**config.mk**
```make
export PLATFORM = sky130hd
export DESIGN_NAME = mux_rr_arbiter_four
export DESIGN_NICKNAME = d
export VERILOG_FILES = /design/src/rtl/mux_rr_arbiter_four_pkg.sv /design/src/rtl/mux_rr_arbiter_four_pick.sv /design/src/rtl/mux_rr_arbiter_four.sv
export SDC_FILE = /design/constraint.sdc
export NUM_CORES = 1
export LEC_CHECK = 0
export ABC_CLOCK_PERIOD_IN_PS = 2200
export BUFFER_PORTS_ARGS = -buffer_cell sky130_fd_sc_hd__buf_2
export CAP_MARGIN = 40
export CORE_AREA = 10 10 47 49
export CTS_CLUSTER_SIZE = 12
export DETAILED_ROUTE_END_ITERATION = 6
export DIE_AREA = 0 0 57 59
export PLACE_DENSITY = 0.58
export SYNTH_ARGS = -nofsm -noshare
export SYNTH_HDL_FRONTEND = slang
export SYNTH_SLANG_ARGS = --single-unit
```
**constraint.sdc**
```tcl
create_clock -name iClk -period 2.2 [get_ports iClk]
set_input_delay 0.22 -clock iClk [delete_from_list [all_inputs] [get_ports iClk]]
set_output_delay 0.22 -clock iClk [all_outputs]
set_load 0.01 [all_outputs]
```
**src/rtl/mux_rr_arbiter_four_pkg.sv**
```systemverilog
// ----------------------------------------------------------------------------
// mux_rr_arbiter_four_pkg
//   Shared definitions for the four-way round-robin mux arbiter and its
//   rotating-priority picker.
//
//   Contents:
//     NUM_REQ        number of requesters (4)
//     IDX_W          width of a requester index (2)
//     arb_state_t    arbiter state encoding (ST_IDLE = 0, ST_GRANT = 1)
//     idx_to_onehot  binary requester index -> one-hot grant vector
// ----------------------------------------------------------------------------
package mux_rr_arbiter_four_pkg;

    localparam int NUM_REQ = 4;
    localparam int IDX_W   = 2;

    typedef enum logic {
        ST_IDLE  = 1'b0,
        ST_GRANT = 1'b1
    } arb_state_t;

    function automatic logic [NUM_REQ-1:0] idx_to_onehot(input logic [IDX_W-1:0] idx);
        logic [NUM_REQ-1:0] v;
        v      = '0;
        v[idx] = 1'b1;
        return v;
    endfunction

endpackage

```
**src/rtl/mux_rr_arbiter_four_pick.sv**
```systemverilog
// ----------------------------------------------------------------------------
// rr_pick_four
//   Combinational rotating-priority picker for four requesters. The search
//   order is ptr+1, ptr+2, ptr+3, ptr (modulo 4), so the requester that won
//   last time has the lowest priority.
//
//   Ports:
//     i_req   [3:0]  request vector, bit n is requester n
//     i_ptr   [1:0]  index of the previous winner
//     o_idx   [1:0]  index of the chosen requester (i_ptr when none found)
//     o_found        high when at least one request is asserted
// ----------------------------------------------------------------------------
module rr_pick_four
    import mux_rr_arbiter_four_pkg::*;
(
    input  logic [NUM_REQ-1:0] i_req,
    input  logic [IDX_W-1:0]   i_ptr,
    output logic [IDX_W-1:0]   o_idx,
    output logic               o_found
);

    logic [IDX_W-1:0] w_cand;

    // Walk the search order from lowest to highest priority so the last hit
    // written is the highest-priority asserted request. The 2-bit add wraps
    // naturally, and offset 4 truncates to 0, i.e. the pointer itself.
    always_comb begin
        // NOTE: every output gets a default before the loop; without it a
        // no-request cycle would leave o_idx/o_found unassigned and infer latches.
        o_idx   = i_ptr;
        o_found = 1'b0;
        w_cand  = '0;
        for (int k = NUM_REQ; k >= 1; k--) begin
            w_cand = i_ptr + IDX_W'(k);
            if (i_req[w_cand]) begin
                o_idx   = w_cand;
                o_found = 1'b1;
            end
        end
    end

endmodule

```
**src/rtl/mux_rr_arbiter_four.sv**
```systemverilog
// ----------------------------------------------------------------------------
// mux_rr_arbiter_four
//   Round-robin arbiter that owns the select of a shared four-input mux.
//   A granted requester keeps the mux for as long as it holds its request
//   (locked transfer); a release always costs one idle cycle before the next
//   owner is chosen. No data passes through this block.
//
//   Optional feature (compile-time macro ARB_HOLD_LIMIT_EN):
//     When defined, an owner is force-released after HOLD_MAX consecutive
//     grant cycles even if it is still requesting; rotation then moves on.
//     When undefined, no hold counter exists and grants last indefinitely.
//
//   Parameters:
//     HOLD_MAX   maximum consecutive grant cycles per owner (1..255),
//                only meaningful with ARB_HOLD_LIMIT_EN
//     CNT_W      hold counter width, 2**CNT_W must exceed HOLD_MAX
//
//   Ports:
//     iClk       clock, all state changes on the rising edge
//     iRst       synchronous active-high reset
//     iReq [3:0] per-requester request, held until served
//     oGnt [3:0] registered one-hot grant, zero while idle
//     oSel [1:0] registered binary mux select; holds its last value while
//                idle and is only meaningful when oValid is high
//     oValid     high while a grant is active (OR of oGnt)
//     oNewOwner  one-cycle pulse on the first cycle of each grant
// ----------------------------------------------------------------------------
module mux_rr_arbiter_four
    import mux_rr_arbiter_four_pkg::*;
#(
    parameter int HOLD_MAX = 16,
    parameter int CNT_W    = 8
)
(
    input  logic               iClk,
    input  logic               iRst,
    input  logic [NUM_REQ-1:0] iReq,
    output logic [NUM_REQ-1:0] oGnt,
    output logic [IDX_W-1:0]   oSel,
    output logic               oValid,
    output logic               oNewOwner
);

    // Reject configurations the hold counter cannot represent.
    if ((HOLD_MAX < 1) || (HOLD_MAX > 255) ||
        ((64'd1 << CNT_W) <= 64'(HOLD_MAX))) begin : g_bad_cfg
        $error("mux_rr_arbiter_four: HOLD_MAX must be 1..255 and below 2**CNT_W");
    end

    // ------------------------------------------------------------------------
    // State and registered outputs
    // ------------------------------------------------------------------------
    arb_state_t         r_state;
    logic [NUM_REQ-1:0] r_gnt;
    logic [IDX_W-1:0]   r_sel;
    logic               r_valid;
    logic               r_new_owner;
    logic [IDX_W-1:0]   r_ptr;      // index of the most recent owner

    // ------------------------------------------------------------------------
    // Next-state values
    // ------------------------------------------------------------------------
    arb_state_t         w_state_nxt;
    logic [NUM_REQ-1:0] w_gnt_nxt;
    logic [IDX_W-1:0]   w_sel_nxt;
    logic [IDX_W-1:0]   w_ptr_nxt;
    logic               w_new_owner_nxt;

    logic [IDX_W-1:0]   w_win_idx;
    logic               w_win_found;
    logic               w_owner_req;
    logic               w_hold_hit;

    // r_sel always holds the owner's index while in ST_GRANT.
    assign w_owner_req = iReq[r_sel];

    rr_pick_four u_pick (
        .i_req   (iReq),
        .i_ptr   (r_ptr),
        .o_idx   (w_win_idx),
        .o_found (w_win_found)
    );

`ifdef ARB_HOLD_LIMIT_EN
    // r_hold_cnt counts completed grant cycles of the current owner, so the
    // owner's HOLD_MAX-th cycle is the one where it reads HOLD_MAX-1; the
    // edge that would bring it to HOLD_MAX releases the grant and clears it.
    localparam logic [CNT_W-1:0] HOLD_LAST = CNT_W'(HOLD_MAX - 1);

    logic [CNT_W-1:0] r_hold_cnt;
    logic [CNT_W-1:0] w_hold_cnt_nxt;

    assign w_hold_hit = (r_hold_cnt == HOLD_LAST);
`else
    assign w_hold_hit = 1'b0;
`endif

    // ------------------------------------------------------------------------
    // Next-state / output decode
    // ------------------------------------------------------------------------
    always_comb begin
        w_state_nxt     = r_state;
        w_gnt_nxt       = r_gnt;
        w_sel_nxt       = r_sel;
        w_ptr_nxt       = r_ptr;
        w_new_owner_nxt = 1'b0;
`ifdef ARB_HOLD_LIMIT_EN
        w_hold_cnt_nxt  = r_hold_cnt;
`endif

        unique case (r_state)
            ST_IDLE: begin
                w_gnt_nxt = '0;
`ifdef ARB_HOLD_LIMIT_EN
                w_hold_cnt_nxt = '0;
`endif
                if (w_win_found) begin
                    w_state_nxt     = ST_GRANT;
                    w_gnt_nxt       = idx_to_onehot(w_win_idx);
                    w_sel_nxt       = w_win_idx;
                    w_ptr_nxt       = w_win_idx;
                    w_new_owner_nxt = 1'b1;
                end
            end

            ST_GRANT: begin
                // Other requesters never preempt; only the owner dropping
                // its request (or the hold limit) ends the transfer. oSel is
                // left alone so the mux input stays stable through the bubble.
                if (!w_owner_req || w_hold_hit) begin
                    w_state_nxt = ST_IDLE;
                    w_gnt_nxt   = '0;
`ifdef ARB_HOLD_LIMIT_EN
                    w_hold_cnt_nxt = '0;
                end else begin
                    w_hold_cnt_nxt = r_hold_cnt + CNT_W'(1);
`endif
                end
            end

            default: begin
                w_state_nxt = ST_IDLE;
                w_gnt_nxt   = '0;
            end
        endcase
    end

    // ------------------------------------------------------------------------
    // State register
    // ------------------------------------------------------------------------
    always_ff @(posedge iClk) begin
        // NOTE: non-blocking assignments here so every register samples the
        // pre-edge values, independent of statement order.
        if (iRst) begin
            r_state     <= ST_IDLE;
            r_gnt       <= '0;
            r_sel       <= '0;
            r_valid     <= 1'b0;
            r_new_owner <= 1'b0;
            // Pointer at the last requester gives requester 0 top priority.
            r_ptr       <= IDX_W'(NUM_REQ - 1);
        end else begin
            r_state     <= w_state_nxt;
            r_gnt       <= w_gnt_nxt;
            r_sel       <= w_sel_nxt;
            r_valid     <= |w_gnt_nxt;
            r_new_owner <= w_new_owner_nxt;
            r_ptr       <= w_ptr_nxt;
        end
    end

`ifdef ARB_HOLD_LIMIT_EN
    always_ff @(posedge iClk) begin
        if (iRst) begin
            r_hold_cnt <= '0;
        end else begin
            r_hold_cnt <= w_hold_cnt_nxt;
        end
    end
`endif

    assign oGnt      = r_gnt;
    assign oSel      = r_sel;
    assign oValid    = r_valid;
    assign oNewOwner = r_new_owner;

endmodule

```
==> flow_summary_export.csv <==
group,metric,value,unit
floorplan,die-area,3360,µm²
worst_setup_path,worst_setup_path_start_kind,"flop",
route,wl_per_cell,13.8,µm
clock_network,tritoncts,"built",
worst_setup_path,cpPeakStageDelay,0.44,ns
run_status,outcome,"finished clean",
finish,syn_to_final_growth,23.2,%
global_routing,grt_usage,0.0750,
worst_setup_path,crit_type,"reg2reg",
floorplan,core_area,1400,µm²
yosys,ys_seq_area_frac,0.458,
timing,finalHoldViolations,0,
clock_network,path_clk_slew,0.07,ns
finish,finalNonFillerCells,83,
global_routing,grt_overflow,0,
timing,fmaxAchievable,718,MHz
worst_setup_path,r2r_setup_slack,0.81,ns
timing,finalMaxSlewViolations,0,
route,antenna_left,0,
worst_setup_path,crit_end,"oGnt[1]",
worst_setup_path,rr_worst_depth,4,
worst_setup_path,crit_path_max_fanout,5,
timing,tns,0,ns
clock_network,root_buffer,"clkbuf_4",
route,vias_per_cell,5.36,
yosys,synth_cell_types,19,
worst_setup_path,crit_start,"r_ptr[0]",
clock_network,postCtsHoldBufs,0,
worst_hold_path,hp-class,"in2reg",
finish,antenna_cells,0,
worst_setup_path,required,2.36,ns
floorplan,io_pins,14,
worst_setup_path,worstPathCellList,"nor2b_2 -> a21o_1 -> a221o_1 -> a32o_1",
placed_design,place.port_buffers,13,
clock_network,insertion_delay,0.27,ns
yosys,ys_async_sr_fraction,0,
power,power_leakage,0.275,nW
timing,fin_skew,0.00463,ns
floorplan,rows,14,
timing,maxSlewHeadroom,0.715,
floorplan,die_width,57,µm
finish,n_fill_cell,163,
clock_network,postCtsSetupRepairBufs,0,
floorplan,dieHeight,59,µm
yosys,ys.flop_type,"dfxtp_1",
worst_setup_path,critPathSlowestCell,"dfxtp_1",
yosys,syn-cell-area,480,µm²
clock_network,cts_sinks,11,
timing,rsz0062_at_grt,"false",
timing,period_needed,1.39,ns
global_routing,first_global_vias,449,
route,dr.pass1.iters,2,
clock_network,cts_max_level,1,
yosys,ys_ff_latch,11,
global_routing,grt_pass1_wl,1980,µm
route,vias,445,
placed_design,place_congestion,0.786,
yosys,syn_nets,56,
route,drtIter0Drc,12,
run,maxCapViolCount,0,
power,ir_worst_vdd,381,µV
power,power_density,828,nW/µm²
yosys,synth-edff-count,0,
route,wirelength,1140,µm
floorplan,start_util,0.343,
timing,setup_viol,0,
clock_network,cts_max_path_buffers,2,
global_routing,antenna_found_initial,0,
worst_setup_path,cp.arrival,1.55,ns
global_routing,grt_max_degree,9,
timing,tightest_slew,0.426,ns
worst_setup_path,reg2reg_to,"oGnt[1]",
clock_network,numCtsBuffers,3,
route,drc,0,
yosys,postSynthCellCount,50,
yosys,avgSynthCellArea,9.61,µm²
timing,post-route-period-util,0.633,
finish,drive_gt1_frac,0.284,
placed_design,place_inst,79,
worst_setup_path,end_kind,"flop",
clock_network,cts_resized,0,
yosys,yosysWarnings,0,
placed_design,dpl.hpwl,885,µm
finish,fin_nets,74,
worst_setup_path,r2r_start,"r_ptr[0]",
## placed cells by master, fill, tap and decap left out
cell type	netlist	final
a211o_1	1	1
or4_1	1	1
a211oi_1	1	1
a21oi_1	6	6
mux4_2	1	1
a221oi_2	1	1
nor2b_2	1	1
buf_2	0	13
a21o_1	3	3
clkbuf_1	0	1
o21a_1	1	1
o21ai_0	3	3
or2b_1	1	1
inv_1	2	2
a32o_1	4	4
nand2_1	3	3
dfxtp_1	11	11
nand2b_1	1	1
nor3_1	2	2
nor2_1	6	6
clkbuf_4	0	3
a221o_1	1	1
## routing by layer
metal  track usage  share of wire  vias to the layer above
met1        0.0754           0.44                      208
met2         0.122           0.51                        9
met3        0.0408          0.044                        2
met4        0.0403         0.0096                        0
met5             0              0                        -
li1              -              -                      226
## Yosys cell counts (2+ instances only)
master	count	area, µm²
dfxtp_1	11	220
a21oi_1	6	30.0
nor2_1	6	22.5
a32o_1	4	40.0
a21o_1	3	22.5
nand2_1	3	11.3
o21ai_0	3	15.0
inv_1	2	7.51
nor3_1	2	10.0
## report_power, final
| group | switching [W] | leakage (nW) | internal [W] | total [W] |
|---|---|---|---|---|
| sequential | 0.0000202 | 0.0911 | 0.000222 | 0.000242 |
| combinational | 0.0000598 | 0.169 | 0.0000533 | 0.000113 |
| clock | 0.0000648 | 0.0150 | 0.0000701 | 0.000135 |
| total | 0.000145 | 0.275 | 0.000345 | 0.000490 |
## layout make-up
| type | count | area (µm²) | area share |
|---|---|---|---|
| repair buffers | 13 | 65.1 | 0.110 |
| inverters | 2 | 7.51 | 0.0127 |
| clock buffers | 4 | 26.3 | 0.0444 |
| flip-flops and latches | 11 | 220 | 0.372 |
| multi-input cells | 37 | 253 | 0.427 |
| well taps | 16 | 20.0 | 0.0338 |
## metrics by stage
step,total power [W],cell area [µm²],util,hold slack [ns],setup slack [ns]
floorplan,0.000320,480,-,0.289,0.836
global placement,0.000361,566,0.404,0.475,0.799
global route,0.000528,592,0.422,0.204,0.688
finish,0.000490,592,0.422,0.195,0.806
detailed placement,0.000360,566,0.404,0.473,0.804
CTS,0.000497,592,0.422,0.188,0.796
## worst min path at each step
stage          startpoint      end  slack (ns)  depth (start not counted)
4_1_cts              iRst  r_state        0.19                          2
6_report             iRst  r_state        0.19                          2
3_5_place_dp      oGnt[3]  oGnt[3]        0.47                          1
3_3_place_gp      oGnt[3]  oGnt[3]        0.47                          1
2_1_floorplan        iRst  oSel[1]        0.29                          1
5_1_grt              iRst  oSel[1]        0.20                          2
## sequential cells by signal, summed over array words and instances (netlist names)
signal     flops
oValid         1
oSel           2
r_state        1
r_ptr          2
oNewOwner      1
oGnt           4
## worst max-delay path: cells and delay by family, from the launching register on
family	cells	cell delay, ns
flops	1	0.44
simple gates	1	0.08
compound gates	3	0.77
## kinds of logic after synthesis
kind of cell | share of synthesized area
AO/OA/AOI/OAI | 0.326
buffers and inverters | 0.0156
multiplexers | 0.0469
AND/OR/NAND/NOR | 0.154
flip-flops | 0.458
No activity file was read; power rests on OpenSTA's default activity.
